===== config.mk =====
export PLATFORM = sky130hd
export DESIGN_NAME = traffic_ctrl_multi
export DESIGN_NICKNAME = d
export VERILOG_FILES = /design/src/rtl/traffic_pkg.sv /design/src/rtl/ped_debounce.sv /design/src/rtl/traffic_ctrl_multi.sv
export SDC_FILE = /design/constraint.sdc
export NUM_CORES = 1
export LEC_CHECK = 0
export ABC_AREA = 1
export ABC_CLOCK_PERIOD_IN_PS = 2300
export CAP_MARGIN = 20
export CORE_ASPECT_RATIO = 0.75
export CORE_MARGIN = 1
export CORE_UTILIZATION = 40
export DETAILED_ROUTE_END_ITERATION = 7
export SYNTH_ARGS = -nofsm -noshare
export SYNTH_HDL_FRONTEND = slang
export SYNTH_SLANG_ARGS = --single-unit

===== constraint.sdc =====
create_clock -name clk_50 -period 2.3 [get_ports clk_50]
set_input_delay 0.46 -clock clk_50 [delete_from_list [all_inputs] [get_ports clk_50]]
set_output_delay 0.46 -clock clk_50 [all_outputs]
set_load 0.02 [all_outputs]

===== src/rtl/traffic_pkg.sv =====
// Shared definitions for the multi-approach traffic controller.
//   state_t     : controller phase encoding
//   lamp_t      : one-hot {green, yellow, red} lamp code per approach
//   max4        : helper for sizing the shared phase timer
//   timing_ok   : elaboration-time sanity check of the timing parameters
package traffic_pkg;

    typedef enum logic [1:0] {
        S_ALLRED = 2'd0,
        S_GREEN  = 2'd1,
        S_YELLOW = 2'd2,
        S_WALK   = 2'd3
    } state_t;

    // Bit order {green, yellow, red}: exactly one bit set per approach.
    typedef logic [2:0] lamp_t;
    localparam lamp_t LAMP_RED    = 3'b001;
    localparam lamp_t LAMP_YELLOW = 3'b010;
    localparam lamp_t LAMP_GREEN  = 3'b100;

    function automatic int max4(input int a, input int b, input int c, input int d);
        int m;
        m = a;
        if (b > m) m = b;
        if (c > m) m = c;
        if (d > m) m = d;
        return m;
    endfunction

    function automatic bit timing_ok(input int clk_hz, input int tick_hz, input int n_dir,
                                     input int green_t, input int min_green, input int yellow_t,
                                     input int allred_t, input int walk_t, input int deb_cyc);
        return (tick_hz > 0) && (clk_hz / tick_hz >= 2) &&
               (n_dir >= 2) && (n_dir <= 8) &&
               (green_t >= 1) && (green_t >= min_green) && (min_green >= 0) &&
               (yellow_t >= 1) && (allred_t >= 1) && (walk_t >= 1) && (deb_cyc >= 1);
    endfunction

endpackage


===== src/rtl/ped_debounce.sv =====
// Pedestrian button conditioner for a single crossing.
//   clk    : system clock
//   rst_n  : asynchronous active-low reset
//   btn    : raw asynchronous button level
//   press  : one-cycle pulse on the rising edge of the debounced level
// The raw input passes a 2-flop synchroniser; the debounced level rises once the
// synchronised input has been high for DEB_CYC consecutive cycles and drops on the
// first low sample, so a held button yields a single pulse until it is released.
module ped_debounce #(
    parameter int DEB_CYC = 1_000_000
) (
    input  logic clk,
    input  logic rst_n,
    input  logic btn,
    output logic press
);

    localparam int CW = $clog2(DEB_CYC + 1);

    logic [1:0]    sync_q;
    logic [CW-1:0] cnt_q;
    logic          level_q;
    logic          level_prev_q;

    always_ff @(posedge clk or negedge rst_n) begin
        if (!rst_n) begin
            sync_q       <= '0;
            cnt_q        <= '0;
            level_q      <= 1'b0;
            level_prev_q <= 1'b0;
        end else begin
            sync_q       <= {sync_q[0], btn};
            level_prev_q <= level_q;
            if (!sync_q[1]) begin
                cnt_q   <= '0;
                level_q <= 1'b0;
            end else if (cnt_q == CW'(DEB_CYC - 1)) begin
                // Counter parks here while held; level stays high.
                level_q <= 1'b1;
            end else begin
                cnt_q <= cnt_q + CW'(1);
            end
        end
    end

    assign press = level_q & ~level_prev_q;

endmodule


===== src/rtl/traffic_ctrl_multi.sv =====
// Round-robin traffic light controller for N_DIR approaches with pedestrian WALK phase.
//   clk_50      : system clock
//   rst_n       : asynchronous active-low reset
//   ped_btn     : raw pedestrian buttons, one per approach
//   led_red     : red lamp per approach
//   led_yellow  : yellow lamp per approach
//   led_green   : green lamp per approach
//   walk        : walk signal per crossing (only during the all-red WALK phase)
//   ped_pend    : latched pedestrian requests not yet served
//   phase_idx   : approach currently owning (or about to own) green
// Phase timing is driven by a 1-cycle tick enable every CLK_HZ/TICK_HZ cycles; every
// output is registered and decoded from the next state so lamps always agree with it.
module traffic_ctrl_multi
    import traffic_pkg::*;
#(
    parameter int CLK_HZ    = 50_000_000,
    parameter int TICK_HZ   = 1,
    parameter int N_DIR     = 2,
    parameter int GREEN_T   = 10,
    parameter int MIN_GREEN = 4,
    parameter int YELLOW_T  = 3,
    parameter int ALLRED_T  = 1,
    parameter int WALK_T    = 8,
    parameter int DEB_CYC   = 1_000_000
) (
    input  logic                     clk_50,
    input  logic                     rst_n,
    input  logic [N_DIR-1:0]         ped_btn,
    output logic [N_DIR-1:0]         led_red,
    output logic [N_DIR-1:0]         led_yellow,
    output logic [N_DIR-1:0]         led_green,
    output logic [N_DIR-1:0]         walk,
    output logic [N_DIR-1:0]         ped_pend,
    output logic [$clog2(N_DIR)-1:0] phase_idx
);

    localparam int TICK_DIV = CLK_HZ / TICK_HZ;
    localparam int TDW      = $clog2(TICK_DIV);
    localparam int TW       = $clog2(max4(GREEN_T, WALK_T, YELLOW_T, ALLRED_T) + 1);
    localparam int SW       = $clog2(MIN_GREEN + 2);
    localparam int PW       = $clog2(N_DIR);

    if (!timing_ok(CLK_HZ, TICK_HZ, N_DIR, GREEN_T, MIN_GREEN, YELLOW_T,
                   ALLRED_T, WALK_T, DEB_CYC)) begin : g_param_err
        $error("traffic_ctrl_multi: invalid timing parameters");
    end

    // ---------------------------------------------------------------- ped inputs
    logic [N_DIR-1:0] press;

    for (genvar gi = 0; gi < N_DIR; gi++) begin : g_deb
        ped_debounce #(
            .DEB_CYC (DEB_CYC)
        ) u_deb (
            .clk   (clk_50),
            .rst_n (rst_n),
            .btn   (ped_btn[gi]),
            .press (press[gi])
        );
    end

    // ---------------------------------------------------------------- tick divider
    logic [TDW-1:0] tick_cnt;
    logic           tick;

    assign tick = (tick_cnt == TDW'(TICK_DIV - 1));

    always_ff @(posedge clk_50 or negedge rst_n) begin
        if (!rst_n)    tick_cnt <= '0;
        else if (tick) tick_cnt <= '0;
        else           tick_cnt <= tick_cnt + TDW'(1);
    end

    // ---------------------------------------------------------------- FSM
    state_t           state_q, state_d;
    logic [TW-1:0]    timer_q, timer_d;
    logic [SW-1:0]    served_q, served_d, served_inc;
    logic             started_q, started_d;
    logic [PW-1:0]    phase_d, phase_nxt;
    logic [N_DIR-1:0] walk_d, pend_clr, pend_d;
    logic [N_DIR-1:0] red_d, yellow_d, green_d;
    logic             last;

    always_ff @(posedge clk_50 or negedge rst_n) begin
        if (!rst_n) begin
            state_q    <= S_ALLRED;
            timer_q    <= TW'(ALLRED_T);
            served_q   <= '0;
            started_q  <= 1'b0;
            phase_idx  <= '0;
            walk       <= '0;
            ped_pend   <= '0;
            led_red    <= '1;
            led_yellow <= '0;
            led_green  <= '0;
        end else begin
            state_q    <= state_d;
            timer_q    <= timer_d;
            served_q   <= served_d;
            started_q  <= started_d;
            phase_idx  <= phase_d;
            walk       <= walk_d;
            ped_pend   <= pend_d;
            led_red    <= red_d;
            led_yellow <= yellow_d;
            led_green  <= green_d;
        end
    end

    always_comb begin
        state_d   = state_q;
        timer_d   = timer_q;
        served_d  = served_q;
        started_d = started_q;
        phase_d   = phase_idx;
        walk_d    = walk;
        pend_clr  = '0;

        // The tick that finds one tick left ends the phase, giving T ticks per phase.
        last       = (timer_q <= TW'(1));
        served_inc = (served_q >= SW'(MIN_GREEN)) ? served_q : served_q + SW'(1);
        // Until the first green has been granted, "next" is approach 0 itself.
        if (!started_q)                        phase_nxt = phase_idx;
        else if (phase_idx == PW'(N_DIR - 1))  phase_nxt = '0;
        else                                   phase_nxt = phase_idx + PW'(1);

        if (tick) begin
            case (state_q)
                S_ALLRED: begin
                    if (!last) begin
                        timer_d = timer_q - TW'(1);
                    end else if (|ped_pend) begin
                        state_d  = S_WALK;
                        timer_d  = TW'(WALK_T);
                        walk_d   = ped_pend;
                        pend_clr = ped_pend;
                    end else begin
                        state_d   = S_GREEN;
                        timer_d   = TW'(GREEN_T);
                        phase_d   = phase_nxt;
                        started_d = 1'b1;
                        served_d  = '0;
                    end
                end
                S_GREEN: begin
                    served_d = served_inc;
                    if (last || (|ped_pend && served_inc >= SW'(MIN_GREEN))) begin
                        state_d = S_YELLOW;
                        timer_d = TW'(YELLOW_T);
                    end else begin
                        timer_d = timer_q - TW'(1);
                    end
                end
                S_YELLOW: begin
                    if (last) begin
                        state_d = S_ALLRED;
                        timer_d = TW'(ALLRED_T);
                    end else begin
                        timer_d = timer_q - TW'(1);
                    end
                end
                S_WALK: begin
                    if (last) begin
                        state_d   = S_GREEN;
                        timer_d   = TW'(GREEN_T);
                        walk_d    = '0;
                        phase_d   = phase_nxt;
                        started_d = 1'b1;
                        served_d  = '0;
                    end else begin
                        timer_d = timer_q - TW'(1);
                    end
                end
                default: begin
                    state_d = S_ALLRED;
                    timer_d = TW'(ALLRED_T);
                end
            endcase
        end

        // A fresh press in the clearing cycle survives.
        pend_d = (ped_pend & ~pend_clr) | press;
    end

    // Lamp decode from the next state so the registered lamps track state_q exactly.
    always_comb begin
        red_d    = '0;
        yellow_d = '0;
        green_d  = '0;
        for (int i = 0; i < N_DIR; i++) begin
            lamp_t lamp;
            lamp = LAMP_RED;
            if (phase_d == PW'(i)) begin
                if (state_d == S_GREEN)       lamp = LAMP_GREEN;
                else if (state_d == S_YELLOW) lamp = LAMP_YELLOW;
            end
            red_d[i]    = lamp[0];
            yellow_d[i] = lamp[1];
            green_d[i]  = lamp[2];
        end
    end

endmodule


=== Yosys cells after proc, flatten, opt, wreduce, memory -nomap -nowiden ===
Index checks and enable logic that the tools add are counted.

* $add $sub $neg: 6
* Reduce and logical (&&, ||, !) cells: 9
* Bitwise operators: 7
* Equal/unequal tests: 16
* Multiplexer cells: 50
* Magnitude comparators: 3

{| class="wikitable"
|+ Operators by type and width
! kind !! count
|-
| 20-bit two-way mux || 4
|-
| 20-bit by 1-bit adder with 20-bit output (second input constant) || 2
|-
| 20-bit == test (second input constant) || 2
|-
| 2-bit two-way mux || 15
|-
| 26-bit by 1-bit adder with 26-bit output (second input constant) || 1
|-
| 26-bit == test (second input constant) || 1
|-
| 26-bit two-way mux || 1
|-
| 3-bit two-way mux || 7
|-
| 4-bit two-way mux || 4
|-
| 2-bit != test (second input constant) || 8
|-
| 4-bit case mux with 4 select lines || 1
|-
| 5-bit AND reduction || 3
|-
| 1-bit two-way mux || 13
|-
| 3-bit case mux with 3 select lines || 1
|-
| 2-bit case mux with 4 select lines || 1
|-
| 2-bit == test (second input constant) || 3
|-
| 3-bit >= comparator (second input constant) || 2
|-
| 2-bit by 1-bit == test with 1-bit output (second input constant) || 2
|-
| 4-bit by 1-bit <= comparator with 1-bit output (second input constant) || 1
|-
| 1-bit case mux with 2 select lines || 2
|-
| 2-bit case mux with 2 select lines || 1
|-
| 4-bit by 1-bit subtractor with 4-bit output (second input constant) || 1
|-
| 3-bit by 1-bit adder with 3-bit output (second input constant) || 1
|-
| 3-bit nonzero test || 1
|-
| other kinds (11) || 13
|}

* Register bits after elaboration: 95
* Input port bits: 4
* Word-level logic and storage cells: 110
* Output and inout port bits: 11

=== Longest topological paths before layout ===
* Depth in word-level cells: 12
* Mapped depth: 14

=== Hierarchy ===
A second synthesis with hierarchy kept.

* Cells, all modules: 777
* Area, all modules: 5,662.9 um^2

{| class="wikitable"
|+ Modules (own cells, without submodules)
! module !! instances !! cells an instance !! area each (um^2) !! sequential area each (um^2)
|-
| traffic_ctrl_multi || 1 || 395 || 2,930.3 || 1,179.9
|-
| ped_debounce || 2 || 191 || 1,366.3 || 600.6
|}

=== Worst setup path after synthesis ===
Ideal clock, no wire load.

* Path kind: register to register
* From: register timer_q[0]
* To: register led_red[1]
* Path buffers: 0
* Setup slack: 0.270 ns
* Stages on the path, launching flop included: 14
* Arrival time: 1.946 ns
* Setup time: 0.084 ns
* Period minus slack after synthesis: 2.030 ns
* Data required time: 2.216 ns
* Path through: dfstp_2 -> inv_1 -> ha_1 -> inv_1 -> nand2_1 -> nand2_1 -> nand2_1 -> o21ai_0 -> nand3_1 -> nand2_1 -> nand2_2 -> ha_1 -> inv_1 -> nand3_1

* Word-level cells in the longest chain between the ends: 9

{| class="wikitable"
|+ Ends and longest elaborated chain
! element !! RTL line !! RTL
|-
| start, declared || traffic_ctrl_multi.sv:76 || <nowiki>logic [TW-1:0] timer_q, timer_d;</nowiki>
|-
| start signal, assigned || traffic_ctrl_multi.sv:87 || <nowiki>timer_q <= TW'(ALLRED_T);</nowiki>
|-
| start signal, assigned || traffic_ctrl_multi.sv:98 || <nowiki>timer_q <= timer_d;</nowiki>
|-
| 4-bit by 1-bit <= comparator with 1-bit output * || traffic_ctrl_multi.sv:120 || <nowiki>last = (timer_q <= TW'(1));</nowiki>
|-
| 1-bit logical OR || traffic_ctrl_multi.sv:147 || <nowiki>if (last || (|ped_pend && served_inc >= SW'(MIN_GREEN))) begin</nowiki>
|-
| 2-bit two-way mux || traffic_ctrl_multi.sv:147 ||
|-
| 2-bit case mux with 4 select lines * || traffic_ctrl_multi.sv:128 || <nowiki>case (state_q)</nowiki>
|-
| 2-bit two-way mux * || traffic_ctrl_multi.sv:127 || <nowiki>if (tick) begin</nowiki>
|-
| named net state_d[1] || traffic_ctrl_multi.sv:75 || <nowiki>state_t state_q, state_d;</nowiki>
|-
| 2-bit == test || traffic_ctrl_multi.sv:195 || <nowiki>else if (state_d == S_YELLOW) lamp = LAMP_YELLOW;</nowiki>
|-
| 2-bit two-way mux || traffic_ctrl_multi.sv:195 ||
|-
| 3-bit two-way mux * || traffic_ctrl_multi.sv:194 || <nowiki>if (state_d == S_GREEN) lamp = LAMP_GREEN;</nowiki>
|-
| 3-bit two-way mux * || traffic_ctrl_multi.sv:193 || <nowiki>if (phase_d == PW'(i)) begin</nowiki>
|-
| named net red_d[1] || traffic_ctrl_multi.sv:81 || <nowiki>logic [N_DIR-1:0] red_d, yellow_d, green_d;</nowiki>
|-
| end signal, assigned || traffic_ctrl_multi.sv:104 || <nowiki>led_red <= red_d;</nowiki>
|-
| end, declared || traffic_ctrl_multi.sv:29 || <nowiki>output logic [N_DIR-1:0] led_red,</nowiki>
|}

Mark *: on every way through the listed nets, which the timed path passes. The rest lies on a longest branch.
A chain may end at the register's enable or synchronous reset.

=== Final worst setup path ===
* From: register timer_q[0]
* To: register led_red[1]

* Word-level cells in the longest chain between the ends: 9

{| class="wikitable"
|+ Ends and longest elaborated chain
! element !! RTL line
|-
| 4-bit by 1-bit <= comparator with 1-bit output * || traffic_ctrl_multi.sv:120
|-
| 1-bit logical OR || traffic_ctrl_multi.sv:147
|-
| 2-bit two-way mux || traffic_ctrl_multi.sv:147
|-
| 2-bit case mux with 4 select lines || traffic_ctrl_multi.sv:128
|-
| 2-bit two-way mux || traffic_ctrl_multi.sv:127
|-
| 2-bit == test || traffic_ctrl_multi.sv:195
|-
| 2-bit two-way mux || traffic_ctrl_multi.sv:195
|-
| 3-bit two-way mux || traffic_ctrl_multi.sv:194
|-
| 3-bit two-way mux * || traffic_ctrl_multi.sv:193
|-
| named net red_d[1] || traffic_ctrl_multi.sv:81
|}

Marks and branches as above.

==> results by group <==
Layout
  • Ant. Diodes: 0
  • Fin cells: 857
  • Commonest non-fill, non-tap cells in the layout: 139 x nand2_1, 100 x inv_1, 92 x dfrtp_1
  • P&R area growth vs syn: 12.4%
  • Most common cell after layout, fill and taps aside: nand2_1
  • Nets@finish: between 700 and 800
  • Fill cells: between 1,000 and 1,500
  • Post-route cell area: 0.00583 sq mm
  • Reg area: approximately 0.0024 sq mm
  • Share of cells above drive strength 1: 0.0955
  • Util after Layout: 0.469
  • Multi-input gate area: roughly 0.0024 sq mm

Timing
  • Fin worst setup slack: approximately 160 ps
  • Final setup viols: 0
  • Fmax: about 470 MHz
  • Max-slew headroom: 0.665
  • Period Utilization, post-route: 0.932
  • Fin crit period: around 2100 ps
  • Final hold viol count: 0
  • Worst Tran Pin Value: roughly 500 ps
  • Setup skew after layout: around 6.9 ps
  • Fin. max-slew vios: 0

Synth
  • Yosys top cell area share: 0.444
  • Primary FF master, synth: dfrtp_1
  • Async SR Flop Fraction: 1.00
  • Register area share after synthesis: 0.459
  • Yosys warnings: 0
  • Number of synthesized flops with an enable pin: 0
  • FF+latch count, synth: 95
  • Ranking of synthesized cells by area: dfrtp_1 44%, nand2_1 10%, inv_1 7.2%
  • Mapped cell area: ~0.0052 sq mm
  • Library cells used by synthesis: 36
  • Mapped Nets: roughly 680
  • Synth area leader: dfrtp_1
  • Syn_area_per_cell: around 8 sq um
  • Post-synthesis cell count: roughly 660

Route
  • Via density per instance: 4.87
  • Drt total wl: 10,600 um
  • Via Count: between 4,000 and 5,000
  • Wire per inst: between 10 and 15 um
  • Detailed Routing Iterations Pass 1: 6
  • Final ANT Viol Nets: 0
  • Drt drc: 0
  • DRT iter0 DRCs: roughly 250

Clock network
  • Clock Pin Slew Worst Setup and Hold Paths: about 70 ps
  • Clock sink total: 95
  • CTS buffer count: 9
  • Latest clock arrival within the worst-skew pair: about 350 ps
  • CTS Buffer Depth: 2
  • Max H-tree Level: 3
  • CTS tree: built
  • CTS Root Cell: clkbuf_16

Placed design
  • Buffers added on ports: 14
  • RD Place Congestion: about 0.92
  • Inst Count DP: 841
  • Post-place setup slack: between 100 and 150 ps
  • Hpwl dp: between 7000 and 8000 um
  • DP Area: roughly 0.0055 sq mm

Setup path
  • Nature of the critical path startpoint: flip-flop
  • Path depth of the worst reg2reg path: 14
  • Reg2reg end: led_red[1]$_DFF_PN1_
  • Reg2reg start: timer_q[0]$_DFFE_PN1N_
  • Arrival time worst endpoint: roughly 2400 ps
  • R2R Setup Slk: between 150 and 200 ps
  • CP Max Fanout: 7
  • Worst Path Required: 2570 ps
  • CP Capture Point: led_red[1]$_DFF_PN1_
  • WS Path Type: flip-flop to flip-flop
  • CP startpoint: timer_q[0]$_DFFE_PN1N_
  • Setup crit end kind: flip-flop

Die
  • I/O pin cnt: 15
  • Die W: about 130 um
  • Die Ht: 101 um
  • Core Rows: 35
  • Placeable Area: between 0.01 and 0.015 sq mm
  • Initial core utilization: 0.417
  • Die area: approximately 0.013 sq mm

Run status
  • Outcome: finished, final reports clean

Run
  • Number of max-cap violations: 0

Pwr
  • Lkg Pwr: roughly 2.7 nW
  • Power consumption: about 0.0032 W
  • Worst VDD drop: 0.384 mV
  • Power Dens Cells: 543 mW/mm^2

Global route
  • Grt total ovfl: 0
  • First-pass GRT wire length: 18,700 um
  • GRT Resource Usage Total: 0.175
  • Largest net degree at the start of global routing: 42
  • Initial antenna violation count: 0
  • Number of global-route vias before repair: around 4,000

Hold path
  • Worst min path class: primary input to async pin
-- power by group --
part,leakage (nW),internal [W],switching (W)
clock network,0.140,0.000763,0.000633
logic,1.30,0.0000207,0.0000544
registers,1.29,0.00168,0.0000127
-- state kept, by name, indices dropped and copies added (netlist names) --
register,flops
g_deb.u_deb.sync_q,4
g_deb.u_deb.cnt_q,40
led_yellow,2
timer_q,4
phase_idx,1
g_deb.u_deb.level_prev_q,2
state_q,2
ped_pend,2
g_deb.u_deb.level_q,2
led_red,2
started_q,1
walk,2
served_q,3
tick_cnt,26
led_green,2
-- worst max-delay path, cell delays in order (launching register included) --
cell     delay (ps)
dfstp_2         550
inv_1            80
ha_1            240
inv_1            60
nand2_1          90
nand2_2         140
buf_4           140
nand4_1          80
nand2_1          80
nand2_1          40
nand2_1          80
a21oi_1          70
ha_1            290
inv_1            70
nand3_1          70
-- cell families (layout without fill, tap and decap cells) --
family,count (synthesis),in the layout,synth area share
adders and majority gates,14,14,0.0338
AOI/OAI and AO/OA,90,90,0.0917
DFF,95,95,0.459
and+or+nand+nor,328,328,0.293
buffers and inverters,112,142,0.0847
xor gates and xnor gates,22,22,0.0372
-- synth_stat cells, types with 10 or more instances --
cell type	count
xor2_1	14
nand2_2	10
a21oi_1	34
nand3_1	38
nand2_1	140
nor2_1	76
nand4_1	16
ha_1	14
nor3_1	21
inv_1	100
o21ai_0	34
dfrtp_1	92
-- repair_timing --
item / in CTS / in global routing
hold buffers: 0 / 0
endpoints found under the setup margin: 0 / 6
endpoints found under the hold margin: 0 / 0
setup buffers: 0 / 0
resized for setup: 0 / 3
-- final cells by class --
class,count,share of cell area
timing repair buffer,21,0.0348
clock buffer,11,0.0417
inverter,105,0.0676
clock inverter,5,0.00558
tap,166,0.0356
multi-input combinational,454,0.406
sequential,95,0.409
-- per-layer routing --
layer  up-vias  GRT usage  share of wire
met4         0     0.0524          0.012
li1       2158          -              -
met5         -          0              0
met1      1933      0.248           0.52
met3        15     0.0412          0.041
met2        71      0.266           0.43
-- per-stage QoR --
step           TNS, ps  hold WS (ps)
6_report             0          65.1
5_1_grt          -7.92          86.0
4_1_cts              0          72.0
3_5_place_dp         0           336
3_3_place_gp         0           340
2_1_floorplan        0           164
-- worst min-delay path by stage --
stage	endpoint	slack, ps	cells after the start
4_1_cts	served_q[1]$_DFFE_PN0P_	70	1
6_report	served_q[0]$_DFFE_PN0P_	70	1
3_5_place_dp	g_deb[0].u_deb.sync_q[1]$_DFF_PN0_	340	0
2_1_floorplan	g_deb[0].u_deb.cnt_q[0]$_DFFE_PN0P_	160	0
5_1_grt	tick_cnt[17]$_DFF_PN0_	90	1
3_3_place_gp	g_deb[1].u_deb.sync_q[1]$_DFF_PN0_	340	0
Note: power is estimated with default switching activity, not from simulation.
